### config.mk
export PLATFORM = sky130hd
export DESIGN_NAME = lsu_unit_flat
export DESIGN_NICKNAME = d
export VERILOG_FILES = /design/src/rtl/lsu_bus_if.sv /design/src/rtl/lsu_unit.sv /design/src/flat_wrapper.sv
export SDC_FILE = /design/constraint.sdc
export NUM_CORES = 1
export LEC_CHECK = 0
export CELL_PAD_IN_SITES_DETAIL_PLACEMENT = 1
export CELL_PAD_IN_SITES_GLOBAL_PLACEMENT = 1
export CORE_MARGIN = 2
export CORE_UTILIZATION = 34
export DETAILED_ROUTE_END_ITERATION = 16
export PLACE_DENSITY = 0.94
export SETUP_SLACK_MARGIN = 0.3
export SLEW_MARGIN = 20
export SYNTH_ARGS = -nofsm -noshare
export SYNTH_HDL_FRONTEND = slang
export SYNTH_SLANG_ARGS = --single-unit
export TNS_END_PERCENT = 5
### constraint.sdc
create_clock -name clk -period 4.18 [get_ports clk]
set_clock_uncertainty 0.15 [all_clocks]
set_input_delay 1.045 -clock clk [delete_from_list [all_inputs] [get_ports clk]]
set_output_delay 1.045 -clock clk [all_outputs]
set_load 0.005 [all_outputs]
### src/rtl/lsu_bus_if.sv
// Simple req/ack data bus between the load/store unit and memory.
// The master drives a registered request; the slave answers with ack, read data and error.
interface lsu_bus_if;
   logic        bus_req;
   logic        bus_we;
   logic [31:0] bus_addr;
   logic [3:0]  bus_be;
   logic [31:0] bus_wdata;
   logic        bus_ack;
   logic [31:0] bus_rdata;
   logic        bus_err;

   modport master (
      output bus_req, bus_we, bus_addr, bus_be, bus_wdata,
      input  bus_ack, bus_rdata, bus_err
   );

   modport slave (
      input  bus_req, bus_we, bus_addr, bus_be, bus_wdata,
      output bus_ack, bus_rdata, bus_err
   );
endinterface

### src/rtl/lsu_unit.sv
// Load/store unit for the single-cycle core: one bus access per load/store instruction,
// stalling the PC until the access completes, faults, or times out.
module lsu_unit #(
   parameter int unsigned TIMEOUT_CYCLES = 255
) (
   input  logic        clk,
   input  logic        rst_n,
   input  logic        mem_read,
   input  logic        mem_write,
   input  logic [2:0]  funct3,
   input  logic [31:0] addr,
   input  logic [31:0] wdata,
   output logic        stall,
   output logic        done,
   output logic [31:0] rdata_o,
   output logic        fault,
   output logic [1:0]  fault_code,
   lsu_bus_if.master   bus
);

   typedef enum logic [1:0] {
      S_IDLE = 2'd0,
      S_REQ  = 2'd1,
      S_RESP = 2'd2
   } state_t;

   localparam logic [1:0] CODE_NONE    = 2'b00;
   localparam logic [1:0] CODE_ILLEGAL = 2'b01;
   localparam logic [1:0] CODE_BUS     = 2'b10;
   localparam logic [1:0] CODE_TIMEOUT = 2'b11;

   localparam int CNT_W = (TIMEOUT_CYCLES > 1) ? $clog2(TIMEOUT_CYCLES) : 1;

   state_t           state, next_state;
   logic             op;
   logic             illegal;
   logic             timeout_hit;
   logic [3:0]       be_calc;
   logic [31:0]      wdata_calc;
   logic [31:0]      load_shift;
   logic [31:0]      load_ext;
   logic [2:0]       funct3_q;
   logic [1:0]       off_q;
   logic [1:0]       code_q;
   logic [CNT_W-1:0] cnt;

   assign op = mem_read | mem_write;

   // Access legality: funct3[1:0] is the size, funct3[2] the unsigned flag for loads.
   always_comb begin
      illegal = 1'b0;
      if (mem_read && mem_write) begin
         illegal = 1'b1;
      end else if (mem_read) begin
         if (funct3 == 3'b011 || funct3 == 3'b110 || funct3 == 3'b111) illegal = 1'b1;
      end else if (mem_write) begin
         if (funct3[2] || funct3[1:0] == 2'b11) illegal = 1'b1;
      end
      if (funct3[1:0] == 2'b01 && addr[0])          illegal = 1'b1;
      if (funct3[1:0] == 2'b10 && addr[1:0] != 2'b00) illegal = 1'b1;
   end

   // Lane steering for byte enables and replicated store data.
   always_comb begin
      be_calc    = 4'b1111;
      wdata_calc = wdata;
      case (funct3[1:0])
         2'b00: begin
            be_calc    = 4'b0001 << addr[1:0];
            wdata_calc = {4{wdata[7:0]}};
         end
         2'b01: begin
            be_calc    = addr[1] ? 4'b1100 : 4'b0011;
            wdata_calc = {2{wdata[15:0]}};
         end
         default: ;
      endcase
   end

   assign load_shift = bus.bus_rdata >> {off_q, 3'b000};

   always_comb begin
      case (funct3_q)
         3'b000:  load_ext = {{24{load_shift[7]}}, load_shift[7:0]};
         3'b100:  load_ext = {24'h0, load_shift[7:0]};
         3'b001:  load_ext = {{16{load_shift[15]}}, load_shift[15:0]};
         3'b101:  load_ext = {16'h0, load_shift[15:0]};
         default: load_ext = bus.bus_rdata;
      endcase
   end

   assign timeout_hit = (TIMEOUT_CYCLES != 0) && (cnt == CNT_W'(TIMEOUT_CYCLES - 1));

   // NOTE: sequential state is updated with non-blocking assignments so every flop
   // samples the pre-edge values regardless of process ordering.
   always_ff @(posedge clk or negedge rst_n) begin
      if (!rst_n) state <= S_IDLE;
      else        state <= next_state;
   end

   // NOTE: every output of this block gets a default first, so no path leaves a
   // signal unassigned and no latch is inferred.
   always_comb begin
      next_state = state;
      stall      = 1'b0;
      done       = 1'b0;
      case (state)
         S_IDLE: begin
            if (op) begin
               stall      = 1'b1;
               next_state = illegal ? S_RESP : S_REQ;
            end
         end
         S_REQ: begin
            stall = 1'b1;
            if (bus.bus_ack || timeout_hit) next_state = S_RESP;
         end
         S_RESP: begin
            done       = 1'b1;
            next_state = S_IDLE;
         end
         default: next_state = S_IDLE;
      endcase
   end

   assign fault      = done && (code_q != CODE_NONE);
   assign fault_code = done ? code_q : CODE_NONE;

   always_ff @(posedge clk or negedge rst_n) begin
      if (!rst_n) begin
         bus.bus_req   <= 1'b0;
         bus.bus_we    <= 1'b0;
         bus.bus_addr  <= 32'h0;
         bus.bus_be    <= 4'h0;
         bus.bus_wdata <= 32'h0;
         rdata_o       <= 32'h0;
         funct3_q      <= 3'b000;
         off_q         <= 2'b00;
         code_q        <= CODE_NONE;
         cnt           <= '0;
      end else begin
         case (state)
            S_IDLE: begin
               if (op) begin
                  if (illegal) begin
                     code_q <= CODE_ILLEGAL;
                  end else begin
                     bus.bus_req   <= 1'b1;
                     bus.bus_we    <= mem_write;
                     bus.bus_addr  <= {addr[31:2], 2'b00};
                     bus.bus_be    <= be_calc;
                     bus.bus_wdata <= wdata_calc;
                     funct3_q      <= funct3;
                     off_q         <= addr[1:0];
                     code_q        <= CODE_NONE;
                     cnt           <= '0;
                  end
               end
            end
            S_REQ: begin
               if (bus.bus_ack) begin
                  bus.bus_req <= 1'b0;
                  if (bus.bus_err) begin
                     code_q <= CODE_BUS;
                  end else if (!bus.bus_we) begin
                     rdata_o <= load_ext;
                  end
               end else if (timeout_hit) begin
                  bus.bus_req <= 1'b0;
                  code_q      <= CODE_TIMEOUT;
               end else begin
                  cnt <= cnt + 1'b1;
               end
            end
            default: ;
         endcase
      end
   end

endmodule

### src/flat_wrapper.sv
// flat-port wrapper written by rule: the top's interface ports become plain ports
module lsu_unit_flat 
#(
   parameter int unsigned TIMEOUT_CYCLES = 255
)
  (clk, rst_n, mem_read, mem_write, funct3, addr, wdata, stall, done, rdata_o, fault, fault_code, bus_bus_req, bus_bus_we, bus_bus_addr, bus_bus_be, bus_bus_wdata, bus_bus_ack, bus_bus_rdata, bus_bus_err);
  lsu_bus_if bus_i ();
  input  logic clk;
  input  logic rst_n;
  input  logic mem_read;
  input  logic mem_write;
  input  logic [2:0] funct3;
  input  logic [31:0] addr;
  input  logic [31:0] wdata;
  output logic stall;
  output logic done;
  output logic [31:0] rdata_o;
  output logic fault;
  output logic [1:0] fault_code;
  output wire logic [$bits(bus_i.bus_req)-1:0] bus_bus_req;
  output wire logic [$bits(bus_i.bus_we)-1:0] bus_bus_we;
  output wire logic [$bits(bus_i.bus_addr)-1:0] bus_bus_addr;
  output wire logic [$bits(bus_i.bus_be)-1:0] bus_bus_be;
  output wire logic [$bits(bus_i.bus_wdata)-1:0] bus_bus_wdata;
  input wire logic [$bits(bus_i.bus_ack)-1:0] bus_bus_ack;
  input wire logic [$bits(bus_i.bus_rdata)-1:0] bus_bus_rdata;
  input wire logic [$bits(bus_i.bus_err)-1:0] bus_bus_err;
  assign bus_bus_req = bus_i.bus_req;
  assign bus_bus_we = bus_i.bus_we;
  assign bus_bus_addr = bus_i.bus_addr;
  assign bus_bus_be = bus_i.bus_be;
  assign bus_bus_wdata = bus_i.bus_wdata;
  assign bus_i.bus_ack = bus_bus_ack;
  assign bus_i.bus_rdata = bus_bus_rdata;
  assign bus_i.bus_err = bus_bus_err;
  lsu_unit #(.TIMEOUT_CYCLES(TIMEOUT_CYCLES)) u_core (.clk(clk), .rst_n(rst_n), .mem_read(mem_read), .mem_write(mem_write), .funct3(funct3), .addr(addr), .wdata(wdata), .stall(stall), .done(done), .rdata_o(rdata_o), .fault(fault), .fault_code(fault_code), .bus(bus_i));
endmodule
==> metrics.md, run 1 <==
| Metric | Value |
|---|---|
| All-Layer GR Usage | `0.2315` |
| Wire per inst | `18.58 um` |
| Relative area change from synthesis to final layout | `53.88%` |
| Status | `completed` |
| Share of post-route cells with drive strength above 1 | `0.05911` |
| Number of core rows | `46` |
| Die Outline Area | `0.01701 sq mm` |
| Cell with the largest stage delay on the worst path | `sky130_fd_sc_hd__clkdlybuf4s50_1` |
| R2r startpoint | `u_core.off_q[0]` |
| Largest incremental delay on the critical path | `0.49 ns` |
| Insertion delay to the later sink of the worst-skew pair | `0.41 ns` |
| Total of buffers placed on input and output ports | `209` |
| Mean post-synth cell area | `8.850 sq um` |
| Count of maximum capacitance violations | `0` |
| Post-route non-filler standard cell count | `1,045` |
| Transition time at the pin with the least slew margin | `1.017 ns` |
| Clock power frac | `0.258` |
| H-tree Lvls | `4` |
| Period utilization | `0.8773` |
| Clock transition at the registers of the reported paths | `0.05 ns` |
| Sequential cell area fraction in the yosys report | `0.5388` |
| Commonest non-fill, non-tap cells in the layout | `sky130_fd_sc_hd__clkdlybuf4s50_1, sky130_fd_sc_hd__nand2_1, sky130_fd_sc_hd__dfrtp_1, sky130_fd_sc_hd__nor2_1, sky130_fd_sc_hd__o21ai_0` |
| Max-slew violation total from the final report | `0` |
| RD Place Congestion | `0.8324` |
| Net total in the final layout | `923` |
| First-pass iteration count of the detailed router | `4` |
| Count of buffers added by post-CTS timing repair for setup | `0` |
| Number of distinct library cells after synthesis | `45` |
| # hold bufs at CTS | `0` |
| Number of design rule violations left after detail routing | `0` |
| End point of the critical path | `stall` |
| Setup TNS | `0 ns` |
| #FFs+latches synth | `117` |
| Antenna cell count | `0` |
| Share of Yosys cell area claimed by the top area cell type | `0.5388` |
| Clock buffers created by TritonCTS | `17` |
| Part of the total power dissipated in combinational logic | `0.393` |
| Shortest clock period the worst path allows after layout | `3.667 ns` |
| DIE HEIGHT | `130.4 um` |
| Top-level port count | `212` |
| CP Data Required Time | `2.98 ns` |
| Remaining Overflow, GRT | `0` |
| Register-to-register setup slack | `1.72 ns` |
| Maximum fanout count along the critical path | `5` |
| Hold Crit Class | `reg -> reg` |
| Vias in the first global route | `5,723` |
| NetSw | `1945 uW` |
| Power density normalized to cell area | `706.3 mW/mm^2` |
| Number of gates resized after cts | `0` |
| Library cell with the largest summed area after synthesis | `sky130_fd_sc_hd__dfrtp_1` |
| Clock tree from TritonCTS | `yes` |
| Fraction of power spent switching nets | `0.3293` |
| Most common library cell in the layout ignoring fill and taps | `sky130_fd_sc_hd__clkdlybuf4s50_1` |
| Worst slew margin relative to its limit | `0.3196` |
| Share of synthesized flip-flops with an asynchronous set or reset | `1.000` |
| CTS root buf | `sky130_fd_sc_hd__clkbuf_16` |
| Setup repair after global routing missed its margin | `no` |
| Worst R2R End | `u_core.rdata_o[21]` |
| ANT nets after route | `0` |
| DRC violation total after the first TritonRoute iteration | `264` |
| Largest voltage drop on the vdd net | `0.3354 mV` |
| Global-route wire length before repair | `30,050 um` |
| Number of placed instances, taps included | `1,013` |
| Most prevalent standard cell on the critical path | `sky130_fd_sc_hd__clkdlybuf4s50_1` |
| Ratio of routed vias to standard cells | `5.145` |
| Worst r2r path cells | `6` |
| Part of the power in registers | `0.349` |
| Maximum clock path buffer count | `2` |
| Yosys warning count | `0` |
| Antenna violations before repair | `0` |
| Starting density of the core | `0.3446` |
| Series of cell instances along the critical path | `clkdlybuf4s50_1, nor3_1, nor2_1, clkdlybuf4s50_1` |
| Static power due to leakage | `0.003715 uW` |
| Final Hold Fails | `0` |
| Capturing element type of the critical path | `output port` |
| Launching element of the worst setup path | `mem_write` |
| Internal power | `3961 uW` |
| Number of enable flip-flop cells after synthesis | `0` |
| Synthesized netlist cell count | `614` |
| Dpl hpwl | `14,030 um` |
| Via count | `5,377` |
| Cells taking the most area after synthesis | `sky130_fd_sc_hd__dfrtp_1, sky130_fd_sc_hd__nand2_1, sky130_fd_sc_hd__mux2i_1, sky130_fd_sc_hd__nor2_1, sky130_fd_sc_hd__o21ai_0` |
| Overall routed net length | `19,410 um` |
| Maximum number of pins on one net before global-route repair | `75` |
| Clock sink count | `117` |
| Total setup violations reported at the end of the flow | `0` |
| Die X | `130.4 um` |
| Timing-limited maximum frequency | `272.7 MHz` |
| Worst EP arrival | `2.47 ns` |
| Critical Path Source Type | `input port` |
| Standard cell core area | `0.01577 sq mm` |
| Type of the worst setup path | `in -> out` |
| Netlist area before placement | `0.005434 sq mm` |
| Prevailing post-synth register cell | `sky130_fd_sc_hd__dfrtp_1` |
synthesized netlist by cell type (5+ instances only):
library cell	instances
sky130_fd_sc_hd__o21ai_1	14
sky130_fd_sc_hd__o21ai_0	42
sky130_fd_sc_hd__buf_2	7
sky130_fd_sc_hd__nand3_1	5
sky130_fd_sc_hd__clkbuf_1	26
sky130_fd_sc_hd__nand2_1	190
sky130_fd_sc_hd__a21oi_1	41
sky130_fd_sc_hd__nor2_1	58
sky130_fd_sc_hd__o22ai_1	7
sky130_fd_sc_hd__inv_1	8
sky130_fd_sc_hd__or4_1	5
sky130_fd_sc_hd__mux2i_1	33
sky130_fd_sc_hd__dfrtp_1	117
sky130_fd_sc_hd__a221oi_1	7
critical path: cells and delay by family:
kind                   cells  cell delay [ns]
AND/OR/NAND/NOR            2             0.49
buffers and inverters      2             0.94
per-stage QoR:
step / hold slack [ns] / worst slack, ns / area [sq um] / util / power, uW
after floorplan: 0.3110 / 1.529 / 5438 / - / 2905
after global placement: 0.3071 / 0.5373 / 7754 / 0.4917 / 4266
after detailed placement: 0.3157 / 0.5228 / 7754 / 0.4917 / 4404
after CTS: 0.3264 / 0.5057 / 8362 / 0.5302 / 5974
after global routing: 0.3512 / 0.4030 / 8362 / 0.5302 / 6312
final: 0.3187 / 0.5128 / 8362 / 0.5302 / 5906
power groups by stage:
| stage | Sequential [uW] | Clock [uW] | Combinational [uW] |
|---|---|---|---|
| 6_report | 2060 | 1520 | 2320 |
| 5_1_grt | 2130 | 1600 | 2570 |
| 4_1_cts | 2060 | 1560 | 2350 |
| 3_5_place_dp | 2070 | 0 | 2330 |
| 3_3_place_gp | 2040 | 0 | 2230 |
| 2_1_floorplan | 1980 | 0 | 923 |
worst min path at each step:
stage,depth (start not counted),end,slack [ns],start
6_report,2,u_core.bus.bus_addr[25],0.32,u_core.bus.bus_addr[25]
5_1_grt,2,u_core.bus.bus_addr[3],0.35,u_core.bus.bus_addr[3]
4_1_cts,2,u_core.bus.bus_addr[25],0.33,u_core.bus.bus_addr[25]
3_5_place_dp,2,u_core.bus.bus_addr[25],0.32,u_core.bus.bus_addr[25]
3_3_place_gp,2,u_core.bus.bus_wdata[5],0.31,u_core.bus.bus_wdata[5]
2_1_floorplan,2,u_core.code_q[0],0.31,u_core.code_q[0]
logic make-up after synthesis:
group                    synth area share
adder cells (fa/ha/maj)          0.004604
buffers and inverters             0.03753
AND/OR/NAND/NOR                    0.2157
AO/OA/AOI/OAI                      0.1356
other                           0.0006901
flip-flops                         0.5388
multiplexers                      0.06700
routing by layer:
metal,share of wire,global-route usage,routed length [um],vias to the layer above
li1,-,-,-,2468
met1,0.39,0.2621,7559,2646
met2,0.50,0.3998,9687,237
met3,0.092,0.08591,1779,26
met4,0.020,0.08886,386,0
met5,0,0,0,-
sequential cells by signal, indices dropped and copies added (netlist names), 3 cells and up:
name,count
u_core.bus.bus_wdata,32
u_core.rdata_o,32
u_core.bus.bus_addr,30
u_core.bus.bus_be,4
u_core.cnt,8
u_core.funct3_q,3
area by class of cell:
class                           count  area, sq um
Clock inverter                     10        153.9
Clock buffer                       22        454.2
Timing Repair Buffer              220         2197
Multi-Input combinational cell    452         2328
Tap cell                          216        270.3
Fill cell                        1852         7408
Inverter                            8        30.03
Sequential cell                   117         2928
Note: power is estimated with default switching activity, not from simulation.
==> run 2: changes to the inputs <==
--- a/config.mk
+++ b/config.mk
@@ -5,8 +5,10 @@
 export SDC_FILE = /design/constraint.sdc
 export NUM_CORES = 1
 export LEC_CHECK = 0
+export ABC_CLOCK_PERIOD_IN_PS = 4180
 export CELL_PAD_IN_SITES_DETAIL_PLACEMENT = 1
 export CELL_PAD_IN_SITES_GLOBAL_PLACEMENT = 1
+export CORE_ASPECT_RATIO = 0.75
 export CORE_MARGIN = 2
 export CORE_UTILIZATION = 34
 export DETAILED_ROUTE_END_ITERATION = 16
==> run 2 against run 1 <==
Critical endpoint unchanged. Critical path depth stayed put. Clock power fell by 4%. Wire length rose by 11%. Maximum frequency hardly changed. Sequential power hardly changed. First-iteration DRC count is 11% lower. Register-to-register slack lost 0.08 ns. Highest routed layer unchanged.
==> metrics.md, run 2 (same netlist as run 1, synthesis figures left out) <==
| Metric | Value |
|---|---|
| Die X | `150.0 um (+15%)` |
| Post-route non-filler standard cell count | `1,034 (-1.1%)` |
| Starting density of the core | `0.3524 (+0.007829)` |
| Maximum number of pins on one net before global-route repair | `87 (+16%)` |
| All-Layer GR Usage | `0.2617 (+0.03020)` |
| DRC violation total after the first TritonRoute iteration | `235 (-11%)` |
| Clock transition at the registers of the reported paths | `0.05 ns (about the same)` |
| Share of post-route cells with drive strength above 1 | `0.06039 (+0.001279)` |
| Clock sink count | `117 (unchanged)` |
| Die Outline Area | `0.01702 sq mm (about the same)` |
| Clock power frac | `0.246 (-0.012)` |
| Wire per inst | `20.83 um (+12%)` |
| Overall routed net length | `21,540 um (+11%)` |
| Worst slew margin relative to its limit | `0.2454 (-0.07426)` |
| Count of buffers added by post-CTS timing repair for setup | `0 (unchanged)` |
| First-pass iteration count of the detailed router | `6 (+2)` |
| Status | `completed` |
| ANT nets after route | `0 (unchanged)` |
| Via count | `5,410 (+0.61%)` |
| Static power due to leakage | `0.003702 uW (-0.34%)` |
| Number of gates resized after cts | `0 (unchanged)` |
| Hold Path Cell Cnt | `2 (unchanged)` |
| DIE HEIGHT | `113.5 um (-13%)` |
| Top-level port count | `212 (unchanged)` |
| Part of the total power dissipated in combinational logic | `0.404 (+0.011)` |
| Global-route wire length before repair | `33,690 um (+12%)` |
| Transition time at the pin with the least slew margin | `1.128 ns (+0.1110 ns)` |
| Capturing element type of the critical path | `output port` |
| CP Data Required Time | `2.98 ns (about the same)` |
| Total of buffers placed on input and output ports | `209 (unchanged)` |
| Worst path setup slack after routing | `0.5155 ns (+0.002645 ns)` |
| Antenna violations before repair | `1 (+1)` |
| Internal power | `3889 uW (-1.8%)` |
| Ratio of routed vias to standard cells | `5.232 (+1.7%)` |
| Largest registers ranked by flip-flop count | `u_core.bus.bus_wdata: 32 flops, u_core.rdata_o: 32 flops, u_core.bus.bus_addr: 30 flops` |
| Most common library cell in the layout ignoring fill and taps | `sky130_fd_sc_hd__clkdlybuf4s50_1` |
| RD Place Congestion | `0.7702 (-7.5%)` |
| Worst EP arrival | `2.47 ns (about the same)` |
| NetSw | `2062 uW (+6.0%)` |
| Total design power | `5951 uW (+0.77%)` |
| Count of maximum capacitance violations | `0 (unchanged)` |
| Net total in the final layout | `922 (-0.11%)` |
| Worst r2r path cells | `6 (unchanged)` |
| Standard cell core area | `0.01542 sq mm (-2.2%)` |
| Pre-CTS setup slack | `0.5145 ns (-0.008291 ns)` |
| Clock buffers created by TritonCTS | `17 (unchanged)` |
| Part of the power in registers | `0.350 (about the same)` |
| Number of placed instances, taps included | `1,001 (-1.2%)` |
| Insertion delay to the later sink of the worst-skew pair | `0.41 ns (about the same)` |
| Type of the worst setup path | `in -> out` |
| Largest voltage drop on the vdd net | `0.3254 mV (-3.0%)` |
| H-tree Lvls | `4 (unchanged)` |
| Setup TNS | `0 ns (unchanged)` |
| Maximum clock path buffer count | `2 (unchanged)` |
| Total setup violations reported at the end of the flow | `0 (unchanged)` |
| Final-layout fill cell count | `1,758 (-5.1%)` |
| Critical Path Source Type | `input port` |
| Maximum fanout count along the critical path | `5 (unchanged)` |
| Setup repair after global routing missed its margin | `no` |
| Shortest clock period the worst path allows after layout | `3.665 ns (-0.002645 ns)` |
| Remaining Overflow, GRT | `0 (unchanged)` |
| # hold bufs at CTS | `0 (unchanged)` |
| Final Hold Fails | `0 (unchanged)` |
| Timing-limited maximum frequency | `272.9 MHz (about the same)` |
| CTS root buf | `sky130_fd_sc_hd__clkbuf_16` |
| Number of design rule violations left after detail routing | `0 (unchanged)` |
| Clock tree from TritonCTS | `yes` |
| Worst hold margin | `0.3273 ns (+0.008604 ns)` |
| Fraction of power spent switching nets | `0.3465 (+0.01719)` |
| Vias in the first global route | `5,948 (+3.9%)` |
| Relative area change from synthesis to final layout | `53.40%` |
| Max-slew violation total from the final report | `0 (unchanged)` |
| Dpl hpwl | `14,360 um (+2.4%)` |
| Sequential cell area in the final layout | `0.002928 sq mm (unchanged)` |
| Hold Crit Class | `reg -> reg` |
| Commonest non-fill, non-tap cells in the layout | `sky130_fd_sc_hd__clkdlybuf4s50_1, sky130_fd_sc_hd__nand2_1, sky130_fd_sc_hd__dfrtp_1, sky130_fd_sc_hd__nor2_1, sky130_fd_sc_hd__o21ai_0` |
| Period utilization | `0.8767 (about the same)` |
| Area of the multi-input gates | `0.002328 sq mm (unchanged)` |
| Power density normalized to cell area | `713.9 mW/mm^2 (+1.1%)` |
| Number of core rows | `39 (-15%)` |
## run 2: metal layers
metal / GRT usage / vias up / part of all wire / wire length, um
met5: 0 / - / 0 / 0
met4: 0.09874 / 0 / 0.023 / 503
met3: 0.09160 / 36 / 0.087 / 1880
met2: 0.4435 / 209 / 0.49 / 10660
met1: 0.3068 / 2697 / 0.39 / 8496
li1: - / 2468 / - / -
## run 2: path summary, 6_finish.rpt
kind	from	slack [ns]	end
max	mem_write	0.52	stall
min	u_core.bus.bus_addr[31]	0.33	u_core.bus.bus_addr[31]
max reg2reg	u_core.off_q[0]	1.64	u_core.rdata_o[18]
min reg2reg	u_core.bus.bus_addr[31]	0.33	u_core.bus.bus_addr[31]
max in group asynchronous	rst_n	2.66	u_core.bus.bus_wdata[5]
min in group asynchronous	rst_n	0.49	u_core.bus.bus_we
## run 2: cell type report
cell class / instances / area share
inverter: 8 / 0.003603
antenna: 1 / 0.0003002
clock inverter: 9 / 0.01201
multi-input combinational: 452 / 0.2793
tap: 205 / 0.03077
clock buffer: 23 / 0.05854
sequential: 117 / 0.3512
timing repair buffer: 219 / 0.2642
## run 2: worst max-delay path, cell delays in order
cell	delay, ns
sky130_fd_sc_hd__clkdlybuf4s50_1	0.47
sky130_fd_sc_hd__nor3_1	0.41
sky130_fd_sc_hd__nor2_1	0.07
sky130_fd_sc_hd__clkdlybuf4s50_1	0.47
## run 2: metrics by stage
stage          utilization  cell area, sq um
6_report            0.5406              8335
5_1_grt             0.5406              8335
4_1_cts             0.5404              8333
3_5_place_dp        0.5023              7745
3_3_place_gp        0.5023              7745
2_1_floorplan            -              5438
## run 2: power groups by stage
stage | combinational, uW | sequential [uW] | clock [uW]
floorplan | 923 | 1980 | 0
global placement | 2280 | 2030 | 0
detailed placement | 2370 | 2060 | 0
CTS | 2440 | 2080 | 1490
global route | 2650 | 2140 | 1540
finish | 2410 | 2080 | 1460
==> run 3: changes to the inputs <==
--- a/config.mk
+++ b/config.mk
@@ -12,9 +12,9 @@
 export CORE_MARGIN = 2
 export CORE_UTILIZATION = 34
 export DETAILED_ROUTE_END_ITERATION = 16
+export GPL_ROUTABILITY_DRIVEN = 0
 export PLACE_DENSITY = 0.94
 export SETUP_SLACK_MARGIN = 0.3
-export SLEW_MARGIN = 20
 export SYNTH_ARGS = -nofsm -noshare
 export SYNTH_HDL_FRONTEND = slang
 export SYNTH_SLANG_ARGS = --single-unit
==> results of run 3 <==
The final DEF is identical to that of run 2; final timing and power are the same.
==> RTL edit (flow settings as in run 2) <==
Reset style: synchronous (`rst_n`), changed in 2 clocked blocks.
--- a/src/rtl/lsu_unit.sv
+++ b/src/rtl/lsu_unit.sv
@@ -93,7 +93,7 @@
 
    // NOTE: sequential state is updated with non-blocking assignments so every flop
    // samples the pre-edge values regardless of process ordering.
-   always_ff @(posedge clk or negedge rst_n) begin
+   always_ff @(posedge clk) begin
       if (!rst_n) state <= S_IDLE;
       else        state <= next_state;
    end
@@ -126,7 +126,7 @@
    assign fault      = done && (code_q != CODE_NONE);
    assign fault_code = done ? code_q : CODE_NONE;
 
-   always_ff @(posedge clk or negedge rst_n) begin
+   always_ff @(posedge clk) begin
       if (!rst_n) begin
          bus.bus_req   <= 1'b0;
          bus.bus_we    <= 1'b0;
Check against the original RTL: differs if rst_n is asserted again (counterexample within 4 cycles, from zero or initial values and one cycle with rst_n low); with rst_n held inactive, the same outputs for 4 cycles.
==> RTL edit against run 2 <==
Synthesized cell count rose by 5.5%. Routed wire length is 5.4% lower. Worst setup slack worse by 0.029 ns. Cell area is 1.4% higher. Sequential cell count is the same. Maximum frequency is 0.79% lower. Hold slack got worse by 0.021 ns. Area after synthesis grew 5.3%. Largest cell class is now multi-input combinational cells. Highest routed layer unchanged.
Power is not compared: it rests on default switching activity, and its combinational part moved more than twofold at a synthesized area within 25%.
==> RTL edit: results (changes against run 2) <==
| Metric | Value |
|---|---|
| Outcome | `complete, no violations (unchanged)` |
| CP peak stage delay | `0.55 ns (was 0.47 ns)` |
| Sequential fraction of the synthesis area | `0.409 (was 0.539)` |
| P_leak | `0.00297 uW` |
| Top_reg_cell synth | `dfxtp_1 (was dfrtp_1)` |
| Synth unique cells | `52 (was 45)` |
| DR vias | `5713 (was 5410)` |
| Initial DRC Count | `327 (was 235)` |
| Ys async rst share | `0 (was 1.00)` |
| Layout cells sized above 1 | `0.0667 (was 0.0604)` |
| Final nets | `934 (was 922)` |
| Syn Area/Cell | `8.83 um^2 (was 8.85 um^2)` |
| 1st-pass router iterations | `4 (was 6)` |
| Dpl hpwl | `14.3 mm (was 14.4 mm)` |
| Largest net degree at the start of global routing | `59 (was 87)` |
| Final wirelength | `20.4 mm (was 21.5 mm)` |
| Avg WL per Cell | `19.3 um (was 20.8 um)` |
| Placed cell count | `1023 (was 1001)` |
| CTS buffer count | `17 (unchanged)` |
| # diodes | `0 (was 1)` |
| Max FO, Critical Path | `6 (was 5)` |
| Vias in the first global route | `5815 (was 5948)` |
| Count leader, synth | `nand2_1 (unchanged)` |
| Initial antenna violation count | `0 (was 1)` |
| First-pass GRT wire length | `31.2 mm (was 33.7 mm)` |
| GRT Total Usage | `0.221 (was 0.262)` |
| Final GP Congestion | `0.797 (was 0.770)` |
| Ranking of synthesized cells by area | `dfxtp_1 (41%), mux2i_1 (13%), nand2_1 (7.8%) (was dfrtp_1 (54%), nand2_1 (13%), mux2i_1 (6.1%))` |
| Worst Tran Pin Value | `0.932 ns (was 1.13 ns)` |
| Synthesis-to-finish area growth | `47.8% (was 53.4%)` |
## RTL edit: cells by family after synthesis
kind of cell	Yosys count	share of synthesized area
adder cells (fa/ha/maj)	2	0.00437
other	1	0.000656
AND/OR/NAND/NOR	177	0.136
flip-flops	117	0.409
multiplexers	76	0.133
XOR/XNOR	4	0.00613
buffers and inverters	69	0.0669
AO/OA/AOI/OAI	202	0.243
## RTL edit: final timing paths
check | start | endpoint | slack, ns | cells after the start
worst max-delay path | mem_write | stall | 0.49 | 4
worst min register to register | u_core.bus.bus_addr[10] | u_core.bus.bus_addr[10] | 0.31 | 2
worst max register to register | u_core.state[0] | u_core.rdata_o[15] | 1.81 | 4
worst min-delay path | u_core.bus.bus_addr[10] | u_core.bus.bus_addr[10] | 0.31 | 2
## RTL edit: cell type report
cell class,instances,area [um^2]
fill,1898,8170
multi-input combinational,463,3010
sequential,117,2340
timing repair buffer,222,2190
clock buffer,23,468
tap,215,269
clock inverter,9,150
inverter,6,22.5
## RTL edit: worst register-to-register path: stages (launching register included)
cell	delay (ns)
dfxtp_1	0.44
nor2b_1	0.41
nand3_1	0.41
a21oi_1	0.67
a21oi_1	0.15
## RTL edit: stage by stage
step | area (um^2) | total power [uW] | setup WS (ns) | utilization | hold slack [ns]
final | 8450 | 3400 | 0.486 | 0.509 | 0.306
after global routing | 8450 | 3530 | 0.419 | 0.509 | 0.325
after CTS | 8440 | 3430 | 0.380 | 0.508 | 0.312
after detailed placement | 7830 | 1860 | 0.388 | 0.471 | 0.298
after global placement | 7830 | 1840 | 0.468 | 0.471 | 0.291
after floorplan | 5720 | 1560 | 1.60 | - | 0.281
## RTL edit: routing by layer
| metal | up-vias | wire length, um | global-route usage |
|---|---|---|---|
| li1 | 2728 | - | - |
| met1 | 2770 | 9180 | 0.283 |
| met2 | 195 | 9600 | 0.366 |
| met3 | 20 | 1330 | 0.0660 |
| met4 | 0 | 279 | 0.0648 |
| met5 | - | 0 | 0 |
## RTL edit: repair_timing
item	4_1_cts	5_1_grt
hold endpoints to repair	0	0
endpoints found under the setup margin	0	1
resized for setup	0	1
## RTL edit: power breakdown
group,switching [uW],leakage (uW),internal (uW)
sequential,47.5,0.000952,1180
combinational,308,0.00172,315
clock,523,0.000297,1030
